[src/rtl/div_pkg.sv]
// Shared definitions for the iterative RV32M divider: op encodings, FSM states, constants.
// Optional feature macro used by the divider: SEQ_DIVIDER_FAST_SPECIAL_EN.
package div_pkg;

    localparam int DIV_XLEN = 32;

    localparam logic [1:0] DIV_OP_DIV  = 2'b00;
    localparam logic [1:0] DIV_OP_DIVU = 2'b01;
    localparam logic [1:0] DIV_OP_REM  = 2'b10;
    localparam logic [1:0] DIV_OP_REMU = 2'b11;

    typedef enum logic [1:0] {
        IDLE,
        CALC,
        FIX,
        DONE
    } div_state_t;

    localparam logic [DIV_XLEN-1:0] DIV_MOST_NEG = {1'b1, {(DIV_XLEN-1){1'b0}}};
    localparam logic [DIV_XLEN-1:0] DIV_ALL_ONES = {DIV_XLEN{1'b1}};

    function automatic logic op_is_signed(input logic [1:0] op);
        return (op == DIV_OP_DIV) || (op == DIV_OP_REM);
    endfunction

    function automatic logic op_is_rem(input logic [1:0] op);
        return (op == DIV_OP_REM) || (op == DIV_OP_REMU);
    endfunction

endpackage

[src/rtl/div_step.sv]
// One combinational restoring-division step: shift {rem,quo} left, trial-subtract the divisor.
import div_pkg::*;

module div_step #(
    parameter int XLEN = DIV_XLEN
) (
    input  logic [XLEN-1:0] rem_in,
    input  logic [XLEN-1:0] quo_in,
    input  logic [XLEN-1:0] divisor,
    output logic [XLEN-1:0] rem_out,
    output logic [XLEN-1:0] quo_out
);

    logic [XLEN:0] shifted;
    logic [XLEN:0] diff;
    logic          fits;

    // The top bit of the XLEN+1-bit difference is the borrow: clear means the divisor fits.
    always_comb begin
        shifted = {rem_in, quo_in[XLEN-1]};
        diff    = shifted - {1'b0, divisor};
        fits    = ~diff[XLEN];
        rem_out = fits ? diff[XLEN-1:0] : shifted[XLEN-1:0];
        quo_out = {quo_in[XLEN-2:0], fits};
    end

endmodule

[src/rtl/seq_divider.sv]
// Iterative radix-2 restoring divider for RV32M DIV/DIVU/REM/REMU with valid/ready handshakes.
// SEQ_DIVIDER_FAST_SPECIAL_EN: divide-by-zero and signed overflow skip CALC/FIX and finish at accept.
import div_pkg::*;

module seq_divider #(
    parameter int XLEN  = DIV_XLEN,
    parameter int CNT_W = 6
) (
    input  logic            clk,
    input  logic            rst_n,
    input  logic            in_valid,
    output logic            in_ready,
    input  logic [1:0]      op,
    input  logic [XLEN-1:0] dividend,
    input  logic [XLEN-1:0] divisor,
    input  logic            flush,
    output logic            out_valid,
    input  logic            out_ready,
    output logic [XLEN-1:0] result
);

    localparam logic [XLEN-1:0] MOST_NEG = DIV_MOST_NEG;
    localparam logic [XLEN-1:0] ALL_ONES = DIV_ALL_ONES;
    localparam logic [CNT_W-1:0] LAST_STEP = CNT_W'(XLEN - 1);

    div_state_t state;
    div_state_t state_next;

    logic [CNT_W-1:0] cnt;
    logic [XLEN-1:0]  rem;
    logic [XLEN-1:0]  quo;
    logic [XLEN-1:0]  dvs;
    logic [1:0]       op_q;
    logic             q_neg;
    logic             r_neg;
    logic             div_zero;
    logic             ovf;

    logic             accept;
    logic             in_signed;
    logic             in_div_zero;
    logic             in_ovf;
    logic [XLEN-1:0]  mag_dividend;
    logic [XLEN-1:0]  mag_divisor;

    logic [XLEN-1:0]  step_rem;
    logic [XLEN-1:0]  step_quo;
    logic [XLEN-1:0]  quo_fix;
    logic [XLEN-1:0]  rem_fix;
    logic [XLEN-1:0]  fix_result;

`ifdef SEQ_DIVIDER_FAST_SPECIAL_EN
    logic             in_special;
    logic [XLEN-1:0]  special_result;
`endif

    assign in_ready  = (state == IDLE);
    assign out_valid = (state == DONE);

    div_step #(.XLEN(XLEN)) u_step (
        .rem_in  (rem),
        .quo_in  (quo),
        .divisor (dvs),
        .rem_out (step_rem),
        .quo_out (step_quo)
    );

    // Accept-side decode: operand magnitudes and special-case detection.
    always_comb begin
        accept       = in_valid && (state == IDLE) && !flush;
        in_signed    = op_is_signed(op);
        in_div_zero  = (divisor == '0);
        in_ovf       = in_signed && (dividend == MOST_NEG) && (divisor == ALL_ONES);
        mag_dividend = (in_signed && dividend[XLEN-1]) ? -dividend : dividend;
        mag_divisor  = (in_signed && divisor[XLEN-1])  ? -divisor  : divisor;
`ifdef SEQ_DIVIDER_FAST_SPECIAL_EN
        in_special     = in_div_zero || in_ovf;
        special_result = '0;
        if (in_div_zero) begin
            special_result = op_is_rem(op) ? dividend : ALL_ONES;
        end else if (in_ovf) begin
            special_result = op_is_rem(op) ? '0 : MOST_NEG;
        end
`endif
    end

    // Sign fix-up and special-case substitution. With a zero divisor every trial subtract
    // succeeds, so the sign-corrected remainder already equals the original dividend.
    always_comb begin
        quo_fix    = q_neg ? -quo : quo;
        rem_fix    = r_neg ? -rem : rem;
        fix_result = op_is_rem(op_q) ? rem_fix : quo_fix;
        if (div_zero) begin
            fix_result = op_is_rem(op_q) ? rem_fix : ALL_ONES;
        end else if (ovf) begin
            fix_result = op_is_rem(op_q) ? '0 : MOST_NEG;
        end
    end

    always_comb begin
        state_next = state;
        case (state)
            IDLE: begin
                if (accept) begin
`ifdef SEQ_DIVIDER_FAST_SPECIAL_EN
                    state_next = in_special ? DONE : CALC;
`else
                    state_next = CALC;
`endif
                end
            end
            CALC: begin
                if (flush) begin
                    state_next = IDLE;
                end else if (cnt == LAST_STEP) begin
                    state_next = FIX;
                end
            end
            FIX: begin
                state_next = flush ? IDLE : DONE;
            end
            DONE: begin
                if (flush || out_ready) begin
                    state_next = IDLE;
                end
            end
            default: state_next = IDLE;
        endcase
    end

    always_ff @(posedge clk) begin
        if (!rst_n) begin
            state    <= IDLE;
            cnt      <= '0;
            rem      <= '0;
            quo      <= '0;
            dvs      <= '0;
            op_q     <= '0;
            q_neg    <= 1'b0;
            r_neg    <= 1'b0;
            div_zero <= 1'b0;
            ovf      <= 1'b0;
            result   <= '0;
        end else begin
            state <= state_next;
            case (state)
                IDLE: begin
                    if (accept) begin
                        op_q     <= op;
                        cnt      <= '0;
                        rem      <= '0;
                        quo      <= mag_dividend;
                        dvs      <= mag_divisor;
                        q_neg    <= in_signed && (dividend[XLEN-1] ^ divisor[XLEN-1]);
                        r_neg    <= in_signed && dividend[XLEN-1];
                        div_zero <= in_div_zero;
                        ovf      <= in_ovf;
`ifdef SEQ_DIVIDER_FAST_SPECIAL_EN
                        if (in_special) begin
                            result <= special_result;
                        end
`endif
                    end
                end
                CALC: begin
                    if (!flush) begin
                        rem <= step_rem;
                        quo <= step_quo;
                        cnt <= cnt + 1'b1;
                    end
                end
                FIX: begin
                    if (!flush) begin
                        result <= fix_result;
                    end
                end
                default: begin
                end
            endcase
        end
    end

endmodule

[config.mk]
export PLATFORM = sky130hd
export DESIGN_NAME = seq_divider
export DESIGN_NICKNAME = d
export VERILOG_FILES = /design/src/rtl/div_pkg.sv /design/src/rtl/div_step.sv /design/src/rtl/seq_divider.sv
export SDC_FILE = /design/constraint.sdc
export NUM_CORES = 1
export LEC_CHECK = 0
export ABC_AREA = 1
export BUFFER_PORTS_ARGS = -buffer_cell sky130_fd_sc_hd__buf_2
export CAP_MARGIN = 20
export CORE_AREA = 3 3 218 135
export CTS_BUF_LIST = sky130_fd_sc_hd__clkbuf_16
export DETAILED_ROUTE_END_ITERATION = 6
export DIE_AREA = 0 0 221 138
export PLACE_DENSITY = 0.64
export SYNTH_ARGS = -nofsm -noshare
export SYNTH_HDL_FRONTEND = slang
export SYNTH_SLANG_ARGS = --single-unit
[constraint.sdc]
create_clock -name clk -period 3 [get_ports clk]
set_input_delay 0.6 -clock clk [delete_from_list [all_inputs] [get_ports clk]]
set_output_delay 0.6 -clock clk [all_outputs]
set_load 0.05 [all_outputs]
Word-level counts from Yosys, hierarchy flattened
Index checks and enable logic that the tools add are counted.
Operators by class
  bitwise logic cells: 3
  equality and inequality tests: 13
  reductions and logical operators: 19
  mux-type cells: 25
  add/sub/neg operators: 6
Operator list (count)
  $mux W32: 14
  $neg A32 Y32: 4
  $pmux W32 S2: 2
  $eq A32 B32 Y1 const B: 2
  $sub A33 B32 Y33: 1
  $logic_not A32 Y1: 1
  $mux W6: 2
  $pmux W6 S2: 1
  $eq A2 B2 Y1 const B: 5
  $mux W2: 5
  $pmux W2 S4: 1
  $logic_and A1 B1 Y1: 7
  $add A6 B1 Y6 const B: 1
  $eq A6 B5 Y1 const B: 1
  $reduce_and A3 Y1: 2
  $logic_not A2 Y1: 2
  $ne A2 B1 Y1 const B: 2
  $reduce_and A2 Y1: 2
  $logic_or A1 B1 Y1: 3
  $ne A3 B3 Y1 const B: 1
  $eq A2 B1 Y1 const B: 1
  $ne A2 B2 Y1 const B: 1
  $not A1 Y1: 2
  $reduce_bool A2 Y1: 1
  2 further kinds: 2
Word-level totals
  output and inout bits: 34
  word-level logic and storage cells: 77
  register bits after elaboration: 142
  input port bits: 71

Logic depth before layout (Yosys ltp)
Gate-level depths: netlist of the first run.
  word-level depth: 6
  gate-level depth with buffers: 18
  gate-level depth less buffers: 18

Modules after synthesis
From an unflattened synthesis of the first run, not the netlist that was laid out.
Second synthesis, totals
  cells, all modules: 2290
  area, all modules: 12877.4 µm²
By module, submodules not included
  seq_divider: area an instance 9474.1 µm², times used 1, cells each 1575, seq. area each 2822.7 µm²
  div_step: area an instance 3403.3 µm², times used 1, cells each 715, seq. area each 0.0 µm²

Worst setup path before layout of the first run
No wires, ideal clock.
  kind: flip-flop to flip-flop
  start: reg state[1]
  end: reg cnt[5]
  data required time: 2.881 ns
  stages on the path, launching flop included: 11
  setup time: 0.119 ns
  period minus slack after synthesis: 2.283 ns
  slack: 0.717 ns
  arrival: 2.164 ns
  path buffers: 0
  path through: dfxtp_1 nor2_1 inv_1 nor2_2 nor2_2 nor2_1 nand3_1 nor2_1 nand2_1 o21ai_0 a21oi_1
On the way
  word-level cells in the longest chain between the ends: 5
  elaborated cells on any way between the ends: 9
  classes of those cells: eq/ne: 3; mux: 1; reduce/logical: 5
RTL lines
  start, declared: RTL line seq_divider.sv:26  | div_state_t state;
  start signal, assigned: RTL line seq_divider.sv:145  | state <= state_next;
  $logic_not A2 Y1 (*)
  net in_ready: RTL line seq_divider.sv:12  | output logic in_ready,
  $logic_and A1 B1 Y1 (2 in a row): RTL line seq_divider.sv:70  | accept = in_valid && (state == IDLE) && !flush;
  $ne A2 B1 Y1 (no source line)
  $reduce_and A3 Y1 (no source line)
  end signal, assigned: RTL line seq_divider.sv:169  | cnt <= cnt + 1'b1;
  end, declared: RTL line seq_divider.sv:29  | logic [CNT_W-1:0] cnt;
Mark *: on every way through the listed nets, which the timed path passes. The rest lies on a longest branch.
A chain may end at the register's enable or synchronous reset.

Worst setup path in the final report of the first run
  start: reg dvs[24]
  end: reg rem[30]
On the way
  word-level cells in the longest chain between the ends: 4
RTL lines
  start, declared: RTL line seq_divider.sv:32  | logic [XLEN-1:0] dvs;
  start signal, assigned: RTL line seq_divider.sv:153  | dvs <= mag_divisor;
  $sub A33 B32 Y33: RTL line div_step.sv:21  | diff = shifted - {1'b0, divisor};
  $mux W32: RTL line div_step.sv:23  | rem_out = fits ? diff[XLEN-1:0] : shifted[XLEN-1:0];
  $mux W32: RTL line seq_divider.sv:166  | if (!flush) begin
  $pmux W32 S2: RTL line seq_divider.sv:146  | case (state)
  end signal, assigned: RTL line seq_divider.sv:167  | rem <= step_rem;
  end, declared: RTL line seq_divider.sv:30  | logic [XLEN-1:0] rem;
Every way passes these cells. The select of a mux whose other input is x is not followed.

==> results of run 1 <==
tightest hold or removal path: stages:
cell and delay [ns]:
buf_2 0.10, nand2_1 0.05, o21ai_0 0.06
registers in the layout (all words and copies together), names as in the netlist:
register	count
cnt	6
div_zero	1
dvs	32
op_q	1
ovf	1
q_neg	1
quo	32
r_neg	1
rem	32
result	32
state	2
final timing paths:
kind | startpoint | endpoint | cells after the start
max | dvs[24]$_SDFFE_PN0P_ | rem[30]$_SDFFE_PN0P_ | 15
min | op[1] | op_q[1]$_SDFFE_PN0P_ | 3
max reg2reg | dvs[24]$_SDFFE_PN0P_ | rem[30]$_SDFFE_PN0P_ | 15
min reg2reg | result[27]$_SDFFE_PN0P_ | result[27]$_SDFFE_PN0P_ | 2
metal layers:
layer  GRT usage  vias to the layer above  routed length, um
li1            -                     7236                  -
met5           0                        -                  0
met1       0.486                     6688              23300
met3       0.110                       36               6890
met4      0.0410                        0                401
met2       0.373                      746              16900
power breakdown:
part	switching, uW	internal, uW
sequential	203	2010
clock	947	1410
combinational	2340	1010
area by class of cell:
type | count | area [sq um] | share of cell area
well taps | 367 | 459 | 0.0332
flip-flops and latches | 141 | 2820 | 0.204
clock inverters | 15 | 213 | 0.0154
repair buffers | 133 | 776 | 0.0560
multi-input cells | 1663 | 7960 | 0.575
inverters | 316 | 1190 | 0.0857
clock buffers | 17 | 425 | 0.0307
layout by cell type (no fill, tap or decap), types with 4 or more instances in the layout:
master / instances
a21oi_1: 212
nand4_1: 35
inv_1: 309
nand2_1: 679
clkinv_4: 5
a221oi_1: 4
a21o_1: 4
xor2_1: 21
a31oi_1: 5
buf_2: 104
nand3_1: 171
nor3_1: 27
bufinv_16: 4
clkbuf_16: 17
and2_1: 4
nor2_2: 9
or2_2: 4
inv_2: 5
nand3b_1: 9
a211oi_1: 4
nor4_1: 5
nand2_2: 4
buf_4: 26
nor3_2: 7
o21bai_1: 5
xnor2_1: 18
o21ai_0: 137
ha_1: 38
a22oi_1: 4
nor2_1: 214
o22ai_1: 7
dfxtp_1: 141
o211ai_1: 16
cell families after synthesis:
group,Yosys count,synth area share
AO/OA/AOI/OAI,412,0.180
XOR/XNOR,39,0.0277
adder cells (fa/ha/maj),39,0.0402
buffers and inverters,396,0.125
flip-flops,141,0.229
AND/OR/NAND/NOR,1173,0.397
metrics by stage:
stage	std cells	instance area [sq um]	worst slack, ns	hold WS [ns]	util
2_1_floorplan	2200	12300	0.717	0.432	-
3_3_place_gp	2620	13200	0.457	0.451	0.482
3_5_place_dp	2620	13200	0.474	0.455	0.482
4_1_cts	2652	13800	0.446	0.400	0.505
5_1_grt	2652	13800	0.0940	0.429	0.505
6_report	2652	13800	0.314	0.412	0.505
==> results.toml, run 1 <==
[power]
peakVddDrop_v = 0.000306
p_per_area_mw_per_mm2 = 572
total_power_uw = 7920
leakage_uw = 0.00704

[global_route]
antenna_found_initial = 0
grt_pass1_vias = 12700
grt_max_degree = 73
grt_overflow_total = 0
grt_usage = 0.301
grt_pass1_wl_um = 73100

[clock_network]
cts_made_buffers = 17
holdBufCountCts = 0
cts_root_buf = "clkbuf_16"
cts_setup_buffers = 0
cts_buffer_depth = 2
htree_levels = 4
clk_pin_slew_ns = 0.06
clock_latency_ns = 0.44
tritoncts = "done"
post_cts_resize_count = 0
cts_sinks = 141

[timing]
fin_crit_sh = 0.895
fin_setup_tns_ns = 0
worst_pin_slew_ns = 1.17
rsz0062_at_grt = "no"
slew_headroom = 0.212
post-route-min-period_ns = 2.69
maxClockFrequency_mhz = 372
finalSetupViolCount = 0
worst_clock_skew_ns = 0.0113
drv_slew = 0
finalHoldViolCount = 0

[detailed_routing]
drt-vias-per-instance = 5.55
ant_nets = 0
drt-initial-drc-count = 2033
wl_per_cell_um = 17.9
drc = 1
finalWirelength_um = 47500
vias = 14700
first_pass_iters = 7

[synthesis]
yosysUniqueCellTypes = 48
yosys-top-cells-count = "nand2_1, inv_1, nor2_1"
synth-seq-area-share = 0.229
ys_warn_count = 0
yosysTopAreaCellShare = 0.229
syn_avg_cell_area_sq_um = 5.60
yosysMostFrequentCell = "nand2_1"
synth_area_leader_cell = "dfxtp_1"
ys_async_sr_fraction = 0
syn_inst = 2200
syn_nets = 2310
synth_seq_cells = 141
synthFlopType = "dfxtp_1"
yosys-top-cells-area = "dfxtp_1, nand2_1, inv_1"
synth_edf_count = 0
synth_area_sq_mm = 0.0123

[critical_path]
cp_common_cell = "nand2_1"
slowest_stage = "ha_1"
critPathKind = "register to register"
cp_cell_sequence = "inv_1 -> ha_1 -> nand2_1 -> nor2_1 -> inv_1 -> nor3_2 -> a21oi_1 -> nand2_1 -> nand2_1 -> nand2_2 -> buf_12 -> nand2_1 -> nand2_1 -> nand2_1 -> a21oi_1"
r2r_setup_slack_ns = 0.31
crit_buf_inv = 3
arrival_ns = 3.06
crit_family = "simple AND/OR/NAND/NOR gates"
end_kind = "register"
worstSetupStartpointType = "register"
critPathRequiredTime_ns = 3.37
max_stage_delay_ns = 0.41
crit_fanout = 33

[outcome]
violations = "design-rule violations"
outcome = "finished with violations"

[placed_design]
place_hpwl_um = 37700
globalplace.congestion = 1.02
portBuffers = 104

[floorplan]
initial_core_util = 0.449
design.die.area_sq_mm = 0.0305
io_pins = 105
die_x_um = 221
fp.coreArea_sq_mm = 0.0274
dieHeight_um = 138
rows = 47

[hold_path]
min_path_type = "primary input to register"

[layout]
final_nets = 2382
num_antenna_cells = 0
drive_gt1_frac = 0.0862
final.fill_count = 2981
synthToLayoutAreaGrowth_pct = 12.4

[flow_run]
maxCapViolCount = 0
No activity file was read; power rests on OpenSTA's default activity.
==> inputs of run 2 (changes only) <==
--- a/config.mk
+++ b/config.mk
@@ -8,11 +8,13 @@
 export ABC_AREA = 1
 export BUFFER_PORTS_ARGS = -buffer_cell sky130_fd_sc_hd__buf_2
 export CAP_MARGIN = 20
-export CORE_AREA = 3 3 218 135
+export CORE_AREA = 3 3 191 118
 export CTS_BUF_LIST = sky130_fd_sc_hd__clkbuf_16
 export DETAILED_ROUTE_END_ITERATION = 6
-export DIE_AREA = 0 0 221 138
-export PLACE_DENSITY = 0.64
+export DIE_AREA = 0 0 194 121
+export PLACE_DENSITY = 0.83
+export SKIP_CTS_REPAIR_TIMING = 1
 export SYNTH_ARGS = -nofsm -noshare
 export SYNTH_HDL_FRONTEND = slang
+export SYNTH_HIERARCHICAL = 1
 export SYNTH_SLANG_ARGS = --single-unit
==> run 2 against run 1 <==
The run still ends with design-rule violations left. Global-route usage grew 6.8 points. Routed wire length shrank 6.2%. Largest power group unchanged. Critical path depth grew 3. Sequential cell count is the same. Area after synthesis grew 4.6%. Cell area grew 0.82%. Clock power grew 2%. Sequential power grew 33%.
==> results.toml, run 2 <==
[outcome]
outcome = "finished with violations"
violations = "design-rule violations"

[timing]
worst_slack_ns = 0.227
slew_headroom = 0.438
drv_slew = 0
finalSetupViolCount = 0
worst_pin_slew_ns = 0.843
post-route-min-period_ns = 2.77
maxClockFrequency_mhz = 361
fin_crit_sh = 0.924
fin_setup_tns_ns = 0
worst_clock_skew_ns = 0.0177
finalHoldViolCount = 0
rsz0062_at_grt = "no"

[layout]
final_cell_mix = "nand2_1, inv_1, nor2_1, a21oi_1, nand3_1"
drive_gt1_frac = 0.0853
synthToLayoutAreaGrowth_pct = 8.39
seq_area_sq_mm = 0.00282
final.fill_count = 2030
final_common_cell = "nand2_1"
final_nets = 2429
multi_input_area_sq_mm = 0.00828
num_antenna_cells = 0

[clock_network]
cts_buffer_depth = 2
clock_latency_ns = 0.45
tritoncts = "done"
cts_sinks = 141
clk_pin_slew_ns = 0.07
cts_root_buf = "clkbuf_16"
cts_made_buffers = 17
htree_levels = 4

[detailed_routing]
drt-initial-drc-count = 2099
wl_per_cell_um = 17.1
drt-vias-per-instance = 5.87
ant_nets = 0
first_pass_iters = 7
vias = 15300
finalWirelength_um = 44600
drc = 6

[hold_path]
min_path_type = "primary input to register"

[critical_path]
end_kind = "register"
crit_buf_inv = 2
crit_fanout = 33
critPathRequiredTime_ns = 3.33
max_stage_delay_ns = 0.41
arrival_ns = 3.10
crit_family = "simple AND/OR/NAND/NOR gates"
critPathKind = "register to register"
worstSetupStartpointType = "register"
slowest_stage = "fa_1"
cp_cell_sequence = "inv_1 -> ha_1 -> fa_1 -> inv_1 -> nand2_1 -> nand2_1 -> nand3_1 -> nand2_2 -> nand2_1 -> nand2_2 -> nand2_2 -> nand2_2 -> nand2_2 -> nand2_4 -> nand2_1 -> nand2_1 -> a21oi_1 -> a211oi_1"

[placed_design]
globalplace.congestion = 1.06
dp_slack_ns = 0.304
place_hpwl_um = 34400
portBuffers = 104

[synthesis]
yosysTopAreaCellShare = 0.219
syn_avg_cell_area_sq_um = 5.62
synth-seq-area-share = 0.219
yosys.area_share.adder = 0.0385
synthFlopType = "dfxtp_1"
yosys-top-cells-area = "dfxtp_1, nand2_1, inv_1"
muxShareOfSynthArea = 0
yosys-top-cells-count = "nand2_1, inv_1, nor2_1"
syn_nets = 2400
synth_xor_area_frac = 0.0333
syn_inst = 2290
synth_area_sq_mm = 0.0129
synth_edf_count = 0
yosysMostFrequentCell = "nand2_1"
synth_compound_area_frac = 0.178
synth_seq_cells = 141
ys_warn_count = 6
yosysUniqueCellTypes = 49
synth_area_leader_cell = "dfxtp_1"
synth-simple-area-share = 0.392
ys_async_sr_fraction = 0
synth_top_family_by_area = "simple AND/OR/NAND/NOR gates"

[global_route]
antenna_found_initial = 0
grt_max_degree = 80
grt_pass1_wl_um = 69600
grt_usage = 0.369
grt_pass1_vias = 13000
grt_overflow_total = 0

[floorplan]
rows = 41
initial_core_util = 0.615
io_pins = 105
die_x_um = 194
fp.coreArea_sq_mm = 0.0209
dieHeight_um = 121
design.die.area_sq_mm = 0.0235

[power]
leakage_uw = 0.00727
p_per_area_mw_per_mm2 = 1110
peakVddDrop_v = 0.000773

[flow_run]
maxCapViolCount = 0
-- run 2: changes by cell type after synthesis, moves of 9 or more --
cell and change:
buf_4 +35, clkbuf_1 -11, xnor2_1 -12, nand2_1 +43, buf_2 +10, nand3_1 -9, a211oi_1 +20, xor2_1 +22
-- run 2: logic make-up (layout without fill, tap and decap cells) --
kind of cell             after synthesis  in the layout
flip-flops                           141            141
AO/OA/AOI/OAI                        424            424
adder cells (fa/ha/maj)               39             39
buffers and inverters                430            472
AND/OR/NAND/NOR                     1207           1207
XOR/XNOR                              49             49
-- run 2: layer usage --
metal / up-vias / part of all wire / GRT usage
li1: 7371 / - / -
met1: 6926 / 0.47 / 0.592
met2: 965 / 0.37 / 0.479
met3: 58 / 0.15 / 0.102
met4: 0 / 0.013 / 0.0699
met5: - / 0 / 0
-- run 2: where the power goes --
group          internal (uW)  leakage, uW  switching, uW  total [uW]
clock network           1490     0.000317            921        2410
logic                   2980      0.00580           7240       10200
registers               2310      0.00115            616        2930
-- run 2: final timing paths --
kind,start,to,slack (ns),cells past startpoint
max,quo[31]$_SDFFE_PN0P_,rem[15]$_SDFFE_PN0P_,0.23,18
min,op[1],op_q[1]$_SDFFE_PN0P_,0.40,3
max reg2reg,quo[31]$_SDFFE_PN0P_,rem[15]$_SDFFE_PN0P_,0.23,18
min reg2reg,result[27]$_SDFFE_PN0P_,result[27]$_SDFFE_PN0P_,0.46,2
-- run 2: metrics by stage --
stage	utilization	cells	total power, uW	hold WS [ns]	area (sq um)
final	0.667	2611	15600	0.396	14000
after global routing	0.667	2611	16700	0.474	14000
after CTS	0.666	2611	15100	0.385	13900
after detailed placement	0.635	2579	12600	0.452	13300
after global placement	0.635	2579	12500	0.450	13300
after floorplan	-	2290	10400	0.435	12900
-- run 2: final cells by class --
type	instances	share of cell area
clock inverter	15	0.0168
tap	279	0.0250
multi-input combinational	1719	0.593
sequential	141	0.202
clock buffer	17	0.0305
inverter	318	0.0855
timing repair buffer	122	0.0470
-- run 2: tightest hold or removal path, delay by kind of cell --
kind                   cells  cell delay (ns)
AOI/OAI and AO/OA          1             0.06
buffers and inverters      1             0.09
and+or+nand+nor            1             0.06
==> inputs of run 3 (changes only) <==
--- a/config.mk
+++ b/config.mk
@@ -5,13 +5,12 @@
 export SDC_FILE = /design/constraint.sdc
 export NUM_CORES = 1
 export LEC_CHECK = 0
-export ABC_AREA = 1
 export BUFFER_PORTS_ARGS = -buffer_cell sky130_fd_sc_hd__buf_2
 export CAP_MARGIN = 20
-export CORE_AREA = 3 3 191 118
+export CORE_AREA = 3 3 178 110
 export CTS_BUF_LIST = sky130_fd_sc_hd__clkbuf_16
 export DETAILED_ROUTE_END_ITERATION = 6
-export DIE_AREA = 0 0 194 121
+export DIE_AREA = 0 0 181 113
 export PLACE_DENSITY = 0.83
 export SKIP_CTS_REPAIR_TIMING = 1
 export SYNTH_ARGS = -nofsm -noshare
==> run 3 against run 2 <==
The flow finishes with violations (negative setup slack). Register-to-register slack worse by 0.56 ns. Via count is 21% lower. Clock skew down 0.0045 ns. Sequential share of layout area increased by 1.7 points. Routed wire length decreased by 16%. Worst setup slack lost 0.56 ns. Cell area fell by 7.5%. Clock power decreased by 8%. Synthesized cell count is 37% lower. Total power fell by 64%. Maximum frequency is 17% lower. Critical path type unchanged.
==> results.toml, run 3 <==
[outcome]
outcome = "finished with violations"
violations = "negative setup slack"

[power]
p_sw_uw = 1810
swShare = 0.319
p_per_area_mw_per_mm2 = 438
p_int_uw = 3850
combPwrFrac = 0.245
seqPwrFrac = 0.362
p_clk_frac = 0.392
peakVddDrop_v = 0.000405
total_power_uw = 5660
leakage_uw = 0.00521

[synthesis]
synth_area_leader_cell = "dfxtp_1"
ys_async_sr_fraction = 0
syn_avg_cell_area_sq_um = 7.66
synth_area_sq_mm = 0.0110
synth_edf_count = 0
syn_inst = 1432
synth_seq_cells = 141
yosys-top-cells-area = "dfxtp_1, xor2_1, a21oi_1"
ys_warn_count = 6
syn_nets = 1542
synth-seq-area-share = 0.257
yosysTopAreaCellShare = 0.257
synthFlopType = "dfxtp_1"
yosysUniqueCellTypes = 84
yosys-top-cells-count = "dfxtp_1, nand2_1, a21oi_1"

[clock_network]
cts_root_buf = "clkbuf_16"
cts_made_buffers = 17
tritoncts = "done"
clock_latency_ns = 0.44
htree_levels = 4
cts_sinks = 141
cts_buffer_depth = 2
clk_pin_slew_ns = 0.06

[critical_path]
worstReg2RegStart = "quo[31]$_SDFFE_PN0P_"
worstSetupStartpointType = "register"
cp_cell_sequence = "inv_2 -> ha_4 -> fa_2 -> and2b_1 -> o2111ai_2 -> a21oi_2 -> o2111ai_2 -> a211oi_2 -> nor2_2 -> mux2i_2 -> and2_4 -> inv_6 -> clkbuf_16 -> mux2_4 -> nand3_2 -> a21oi_2"
regToRegEndpoint = "rem[8]$_SDFFE_PN0P_"
setup.worst_path.end = "rem[8]$_SDFFE_PN0P_"
reg2regPathDepth = 16
critPathRequiredTime_ns = 3.31
end_kind = "register"
r2r_setup_slack_ns = -0.34
slowest_stage = "fa_2"
crit_fanout = 7
max_stage_delay_ns = 0.36
critPathKind = "register to register"
setup.worst_path.start = "quo[31]$_SDFFE_PN0P_"
arrival_ns = 3.65

[floorplan]
io_pins = 105
fp.coreArea_sq_mm = 0.0180
die_x_um = 181
initial_core_util = 0.609
design.die.area_sq_mm = 0.0205
dieHeight_um = 113
rows = 38

[detailed_routing]
drt-initial-drc-count = 1715
drt-vias-per-instance = 6.71
wl_per_cell_um = 20.9
ant_nets = 0
finalWirelength_um = 37500
drc = 0
vias = 12000
first_pass_iters = 6

[global_route]
grt_max_degree = 69
grt_pass1_wl_um = 58000
grt_overflow_total = 0
grt_pass1_vias = 10500
antenna_found_initial = 0
grt_usage = 0.351

[placed_design]
dp.cells = 1763
globalplace.congestion = 0.993
place_hpwl_um = 27300
portBuffers = 104

[layout]
num_antenna_cells = 0
final_cell_mix = "nand2_1, dfxtp_1, a21oi_1, buf_2, buf_4"
synthToLayoutAreaGrowth_pct = 17.7
drive_gt1_frac = 0.216
final_common_cell = "nand2_1"
layout.cells.non_filler = 1797
final_nets = 1655

[timing]
drv_slew = 0
maxClockFrequency_mhz = 300
finalSetupViolCount = 33
slew_headroom = 0.323
finalHoldViolCount = 0
rsz0062_at_grt = "yes"
fin_crit_sh = 1.11
worst_slack_ns = -0.336
worst_pin_slew_ns = 1.01
worst_clock_skew_ns = 0.0133
post-route-min-period_ns = 3.34

[hold_path]
min_path_type = "primary input to register"

[flow_run]
maxCapViolCount = 0
[run 3: cell types whose count changed in the layout (fill, tap and decap cells not counted), moves of 70 or more]
| cell | before | now |
|---|---|---|
| buf_4 | 18 | 104 |
| a21oi_1 | 209 | 108 |
| inv_1 | 308 | 51 |
| nand3_1 | 162 | 65 |
| nand2_1 | 722 | 141 |
| nor2_1 | 211 | 93 |
| o21ai_0 | 143 | 73 |
[run 3: how the worst min path moves through the flow]
stage	startpoint	to	slack, ns	depth (start not counted)
finish	flush	state[1]$_SDFFE_PN0P_	0.42	2
floorplan	dvs[19]$_SDFFE_PN0P_	dvs[19]$_SDFFE_PN0P_	0.43	2
detailed placement	result[0]$_SDFFE_PN0P_	result[0]$_SDFFE_PN0P_	0.44	2
global route	flush	state[1]$_SDFFE_PN0P_	0.45	2
global placement	result[8]$_SDFFE_PN0P_	result[8]$_SDFFE_PN0P_	0.44	1
CTS	flush	state[1]$_SDFFE_PN0P_	0.42	2
[run 3: logic make-up (layout without fill, tap and decap cells)]
logic type / Yosys count / count (layout) / share of synthesized area
fa+ha+maj: 39 / 39 / 0.0452
buf+inv: 175 / 300 / 0.0724
compound gates: 431 / 431 / 0.257
flops: 141 / 141 / 0.257
xor+xnor: 142 / 142 / 0.113
mux: 26 / 26 / 0.0327
simple gates: 478 / 478 / 0.222
[run 3: power groups by stage]
stage / clock network (uW) / registers (uW) / logic (uW)
floorplan: 0 / 2040 / 879
global placement: 0 / 2080 / 1270
detailed placement: 0 / 2080 / 1290
CTS: 2230 / 2040 / 1310
global route: 2300 / 2060 / 1490
finish: 2220 / 2050 / 1390
[run 3: final cells by class]
class / instances / area [sq um]
clock buffer: 17 / 425
clock inverter: 14 / 178
fill: 1415 / 5110
inverter: 55 / 211
multi-input combinational: 1116 / 7540
sequential: 141 / 2830
tap: 240 / 300
timing repair buffer: 214 / 1430
[run 3: critical path: cells and delay by family, from the launching register on]
kind | cells | cell delay (ns)
AO/OA/AOI/OAI | 5 | 0.95
AND/OR/NAND/NOR | 4 | 0.60
multiplexers | 2 | 0.54
adder cells (fa/ha/maj) | 2 | 0.51
flip-flops | 1 | 0.33
buffers and inverters | 3 | 0.25
[run 3: per-stage QoR]
step | util | setup TNS [ns] | hold WS, ns | setup WS, ns | area [sq um]
2_1_floorplan | - | 0 | 0.432 | 0.00221 | 11000
5_1_grt | 0.716 | -11.18 | 0.445 | -0.400 | 12900
4_1_cts | 0.705 | -5.10 | 0.416 | -0.259 | 12700
3_5_place_dp | 0.672 | -3.74 | 0.444 | -0.210 | 12100
6_report | 0.716 | -8.75 | 0.425 | -0.336 | 12900
3_3_place_gp | 0.672 | -1.04 | 0.435 | -0.0763 | 12100
[run 3: routing by layer]
metal  part of all wire  global-route usage  up-vias
li1                   -                   -     5437
met1               0.44               0.546     5700
met2               0.39               0.462      870
met3               0.16               0.126       42
met4              0.011              0.0619        0
met5                  0                   0        -
